[config.mk]
export PLATFORM = sky130hd
export DESIGN_NAME = io_responder
export DESIGN_NICKNAME = d
export VERILOG_FILES = /design/src/rtl/io_responder.sv
export SDC_FILE = /design/constraint.sdc
export NUM_CORES = 1
export LEC_CHECK = 0
export BUFFER_PORTS_ARGS = -buffer_cell sky130_fd_sc_hd__buf_2
export CORE_ASPECT_RATIO = 1.25
export CORE_MARGIN = 1
export CORE_UTILIZATION = 60
export CTS_CLUSTER_SIZE = 8
export DETAILED_ROUTE_END_ITERATION = 16
export PLACE_DENSITY = 0.83
export SKIP_CTS_REPAIR_TIMING = 1
export SLEW_MARGIN = 20
export SYNTH_ARGS = -nofsm -noshare
export SYNTH_HDL_FRONTEND = slang
export SYNTH_SLANG_ARGS = --single-unit
[constraint.sdc]
create_clock -name clk -period 4.15 [get_ports clk]
set_clock_uncertainty 0.2 [all_clocks]
set_input_delay 0.2075 -clock clk [delete_from_list [all_inputs] [get_ports clk]]
set_output_delay 0.2075 -clock clk [all_outputs]
set_load 0.02 [all_outputs]
[src/rtl/io_responder.sv]
// Memory-mapped IO responder for the Raisin64 external data bus: scratch, timer,
// console TX FIFO and status registers behind a 32-byte window with programmable wait states.
module io_responder #(
    parameter logic [63:0] BASE_ADDR   = 64'hFFFF_FFFF_FFFF_FF00,
    parameter int          WAIT_STATES = 1,
    parameter int          FIFO_DEPTH  = 8
) (
    input  logic        clk,
    input  logic        rst,
    input  logic [63:0] mem_addr,
    input  logic [63:0] mem_dout,
    input  logic        mem_dout_write,
    input  logic        mem_addr_valid,
    output logic [63:0] mem_din,
    output logic        mem_din_ready,
    output logic [7:0]  tx_data,
    output logic        tx_valid,
    input  logic        tx_ready
);

    localparam int PTR_W = $clog2(FIFO_DEPTH);
    localparam int CNT_W = PTR_W + 1;
    localparam logic [CNT_W-1:0] FULL_CNT = CNT_W'(FIFO_DEPTH);

    localparam logic [1:0] OFF_SCRATCH = 2'd0;
    localparam logic [1:0] OFF_TIMER   = 2'd1;
    localparam logic [1:0] OFF_TX      = 2'd2;
    localparam logic [1:0] OFF_STATUS  = 2'd3;

    typedef enum logic [1:0] {
        ST_IDLE,
        ST_WAIT,
        ST_ACK,
        ST_TURN
    } state_t;

    state_t           state_q, state_d;
    logic [1:0]       off_q, off_d;
    logic             wr_q, wr_d;
    logic [63:0]      wdata_q, wdata_d;
    logic [3:0]       wait_q, wait_d;
    logic [63:0]      rdata_q, rdata_d;
    logic [63:0]      scratch_q, scratch_d;
    logic [63:0]      timer_q, timer_d;
    logic             ovf_q, ovf_d;
    logic [7:0]       fifo_mem_q [FIFO_DEPTH];
    logic [7:0]       fifo_mem_d [FIFO_DEPTH];
    logic [PTR_W-1:0] wr_ptr_q, wr_ptr_d;
    logic [PTR_W-1:0] rd_ptr_q, rd_ptr_d;
    logic [CNT_W-1:0] count_q, count_d;

    logic        sel;
    logic        fifo_full;
    logic        fifo_empty;
    logic [63:0] status_word;
    logic [1:0]  cur_off;
    logic        cur_wr;
    logic [63:0] read_val;
    logic        commit;
    logic        push_req;
    logic        push;
    logic        pop;
    logic        unused_addr_bits;

    assign unused_addr_bits = ^mem_addr[2:0];

    always_comb begin
        sel         = mem_addr_valid && (mem_addr[63:5] == BASE_ADDR[63:5]);
        fifo_full   = (count_q == FULL_CNT);
        fifo_empty  = (count_q == '0);
        status_word = {55'd0, ovf_q, 1'b0, 5'(count_q), fifo_empty, fifo_full};

        // In IDLE the request has not been latched yet, so decode straight off the bus.
        cur_off = (state_q == ST_IDLE) ? mem_addr[4:3] : off_q;
        cur_wr  = (state_q == ST_IDLE) ? mem_dout_write : wr_q;

        read_val = '0;
        case (cur_off)
            OFF_SCRATCH: read_val = scratch_q;
            OFF_TIMER:   read_val = timer_q;
            OFF_TX:      read_val = '0;
            OFF_STATUS:  read_val = status_word;
            default:     read_val = '0;
        endcase
    end

    always_comb begin
        state_d = state_q;
        off_d   = off_q;
        wr_d    = wr_q;
        wdata_d = wdata_q;
        wait_d  = wait_q;
        rdata_d = '0;
        case (state_q)
            ST_IDLE: begin
                if (sel) begin
                    off_d   = mem_addr[4:3];
                    wr_d    = mem_dout_write;
                    wdata_d = mem_dout;
                    if (WAIT_STATES == 0) begin
                        state_d = ST_ACK;
                        rdata_d = cur_wr ? '0 : read_val;
                    end else begin
                        state_d = ST_WAIT;
                        wait_d  = 4'(WAIT_STATES - 1);
                    end
                end
            end
            ST_WAIT: begin
                if (wait_q == 4'd0) begin
                    state_d = ST_ACK;
                    rdata_d = cur_wr ? '0 : read_val;
                end else begin
                    wait_d = wait_q - 4'd1;
                end
            end
            ST_ACK:  state_d = ST_TURN;
            ST_TURN: state_d = ST_IDLE;
            default: state_d = ST_IDLE;
        endcase
    end

    always_comb begin
        commit   = (state_q == ST_ACK) && wr_q;
        push_req = commit && (off_q == OFF_TX);
        push     = push_req && !fifo_full;
        pop      = !fifo_empty && tx_ready;

        scratch_d = scratch_q;
        if (commit && (off_q == OFF_SCRATCH)) begin
            scratch_d = wdata_q;
        end

        timer_d = timer_q + 64'd1;
        if (commit && (off_q == OFF_TIMER)) begin
            timer_d = wdata_q;
        end

        // A push into a full FIFO is dropped even if a pop frees a slot on the same edge.
        ovf_d = ovf_q;
        if (commit && (off_q == OFF_STATUS) && wdata_q[8]) begin
            ovf_d = 1'b0;
        end
        if (push_req && fifo_full) begin
            ovf_d = 1'b1;
        end

        fifo_mem_d = fifo_mem_q;
        wr_ptr_d   = wr_ptr_q;
        rd_ptr_d   = rd_ptr_q;
        if (push) begin
            fifo_mem_d[wr_ptr_q] = wdata_q[7:0];
            wr_ptr_d             = wr_ptr_q + PTR_W'(1);
        end
        if (pop) begin
            rd_ptr_d = rd_ptr_q + PTR_W'(1);
        end
        count_d = count_q + CNT_W'(push) - CNT_W'(pop);
    end

    always_ff @(posedge clk) begin
        if (rst) begin
            state_q   <= ST_IDLE;
            off_q     <= '0;
            wr_q      <= 1'b0;
            wdata_q   <= '0;
            wait_q    <= '0;
            rdata_q   <= '0;
            scratch_q <= '0;
            timer_q   <= '0;
            ovf_q     <= 1'b0;
            wr_ptr_q  <= '0;
            rd_ptr_q  <= '0;
            count_q   <= '0;
            for (int i = 0; i < FIFO_DEPTH; i++) begin
                fifo_mem_q[i] <= '0;
            end
        end else begin
            state_q    <= state_d;
            off_q      <= off_d;
            wr_q       <= wr_d;
            wdata_q    <= wdata_d;
            wait_q     <= wait_d;
            rdata_q    <= rdata_d;
            scratch_q  <= scratch_d;
            timer_q    <= timer_d;
            ovf_q      <= ovf_d;
            wr_ptr_q   <= wr_ptr_d;
            rd_ptr_q   <= rd_ptr_d;
            count_q    <= count_d;
            fifo_mem_q <= fifo_mem_d;
        end
    end

    assign mem_din       = rdata_q;
    assign mem_din_ready = (state_q == ST_ACK);
    assign tx_valid      = !fifo_empty;
    assign tx_data       = fifo_empty ? 8'd0 : fifo_mem_q[rd_ptr_q];

endmodule

==> impl_results.md <==
- Fill count: 1723
- Status: completed
- RSZ-0062 raised after global routing: no
- Largest net degree at the start of global routing: 241
- Final core occ: 0.743
- Final Slew Violations: 0
- Fin crit share: 0.786
- I/O pins: 207
- Power Density: 413 mW/mm2
- Number of global-route vias before repair: 13257
- Synthesized instance count: 1760
- Netlist Area Pre-Place: 0.0146 mm2
- First-pass GRT wire length: 64600 um
- # setup viols final: 0
- Synth Flop Type: dfxtp_1
- Final antenna-violating net count: 0
- Final Power: 7.31 mW
- Commonest cells after routing, fill and taps aside: dfxtp_1, nand2_1, a21oi_1
- CTS tree: yes
- VDD IR max: 0.369 mV
- Kind of critical path: reg2reg
- IO Port Bufs: 203
- Core box area: 0.0238 mm2
- Hold Fails Final Rpt: 0
- Synthesized Nets: 1908
- Root Buffer: clkbuf_16
- Placed Area: 0.0157 mm2
- CP arrival: 3.52 ns
- Minimum clock period: 3.26 ns
- Count of unique library cells instantiated by Yosys: 57
- GR met2 Demand/Resource: 0.579
- Worst min path class: in2reg
- Post-synth ARST share: 0
- Fmax: 307 MHz
- Total CTS buffers: 48
- Die height: 177 um
- Commonest non-fill, non-tap cell in the layout: dfxtp_1
- Clk_lat worst skew: 0.54 ns
- Max H-tree Level: 2
- Yosys reg bits: 340
- Worst slew pin tran: 1.18 ns
- P_leak: 6.42 nW
- CTS max path bufs: 3
- EDFF count, synth: 0
- Clock Sinks: 340
- Area Growth Syn to Fin: 20.9%
- Synth Area per Inst: 8.31 um2
- Critical path fanouts, max: 15
- Share of cells above drive strength 1: 0.162
- Crit start category: flop
- Die area: 0.0250 mm2
- Warnings from Yosys: 0
- MaxCap Viol Count: 0
- Req. time, crit path: 4.41 ns
- Via count: 13938
- Die X: 142 um
- Worst R2R Setup Slack: 0.89 ns
- Rel. slew slack: 0.212
- Detailed Route WL: 42500 um
- Setup TNS: 0 ns
- Drt drc: 0
- RD Place Congestion: 0.947
- Starting Density: 0.615
- Initial antenna violation count: 1
- Via density: 6.11
- Post-synthesis sequential area ratio: 0.465
- Setup crit end kind: flop
- # nets final: 2101
- GR Util met3: 0.0453
- Busiest grt layer: met2
- Initial DRC Count: 1195
- Post-DP HPWL: 25100 um
- Num rows: 63
- Clock Pin Slew Worst Setup and Hold Paths: 0.05 ns
- Average routed wire per standard cell: 18.6 um
- Met1 Resource Use GR: 0.364
- Grt ovf: 0
- GRT Total Usage: 0.323
- First-pass DRT Iterations: 7
- Fin area: 0.0177 mm2
-- critical path: stages (launching register included) --
cell     delay [ns]
dfxtp_1        0.48
nand4_1        0.21
nor4b_4        0.81
nand3_1        0.64
or4_1          0.65
a31oi_1        0.18
-- registers in the layout (all words and copies together) (netlist names) --
register / cells
fifo_mem_q: 64
mem_din: 64
scratch_q: 64
timer_q: 64
wdata_q: 64
count_q: 4
wait_q: 4
rd_ptr_q: 3
wr_ptr_q: 3
off_q: 2
state_q: 2
ovf_q: 1
wr_q: 1
-- power by group --
group          internal [mW]  switching [mW]  total [mW]
clock network           2.10            1.31        3.41
logic                  0.255           0.293       0.548
registers               3.30          0.0478        3.35
total                   5.65            1.65        7.31
-- stage by stage --
stage	setup slack, ns	std cells	hold slack [ns]
after floorplan	1.42	1760	0.159
after global placement	1.02	2160	0.236
after detailed placement	0.932	2160	0.244
after CTS	0.877	2213	-0.290
after global routing	0.689	2282	0.0458
final	0.890	2282	0.0444
-- path summary, 6_finish.rpt --
path / startpoint / end / cells past startpoint
worst min-delay path: rst / mem_din[0]$_SDFF_PP0_ / 4
worst max-delay path: timer_q[5]$_SDFF_PP0_ / timer_q[55]$_SDFF_PP0_ / 5
worst min register to register: scratch_q[7]$_SDFFE_PP0P_ / mem_din[7]$_SDFF_PP0_ / 2
worst max register to register: timer_q[5]$_SDFF_PP0_ / timer_q[55]$_SDFF_PP0_ / 5
-- final cells by class --
| type | instances | area (um2) | area share |
|---|---|---|---|
| Inverter | 20 | 75.1 | 0.00425 |
| Multi-Input combinational cell | 1255 | 7220 | 0.409 |
| Clock inverter | 2 | 21.3 | 0.00120 |
| Tap cell | 325 | 407 | 0.0230 |
| Clock buffer | 51 | 1250 | 0.0710 |
| Antenna cell | 1 | 2.50 | 0.000142 |
| Timing Repair Buffer | 288 | 1890 | 0.107 |
| Sequential cell | 340 | 6810 | 0.385 |
-- routing by layer --
layer,up-vias,wire [um]
met4,0,2040
met5,-,0
met1,6639,16100
met2,594,21800
li1,6549,-
met3,156,2510
-- Yosys cell counts (all sizes together) (16+ instances only) --
| master | n | share of area |
|---|---|---|
| dfxtp | 340 | 0.47 |
| nand2 | 315 | 0.081 |
| a21oi | 235 | 0.080 |
| clkbuf | 121 | 0.031 |
| nor2 | 119 | 0.031 |
| o21ai | 116 | 0.040 |
| nand3 | 98 | 0.034 |
| mux2i | 67 | 0.046 |
| nand4 | 51 | 0.024 |
| a211oi | 24 | 0.012 |
| buf | 24 | 0.0086 |
| xor2 | 23 | 0.014 |
| inv | 20 | 0.0051 |
| a31oi | 19 | 0.0081 |
| nor4 | 19 | 0.0094 |
| mux4 | 16 | 0.025 |
| or4 | 16 | 0.0085 |
| xnor2 | 16 | 0.0096 |
-- kinds of logic (layout without fill, tap and decap cells) --
group,count (synthesis),in the layout,share of synthesized area
flip-flops,340,340,0.465
AND/OR/NAND/NOR,695,695,0.225
adder cells (fa/ha/maj),15,15,0.0133
buffers and inverters,165,361,0.0448
AO/OA/AOI/OAI,421,421,0.156
other,0,1,0
multiplexers,85,85,0.0720
XOR/XNOR,39,39,0.0233
Power figures use the tool's default switching activity.
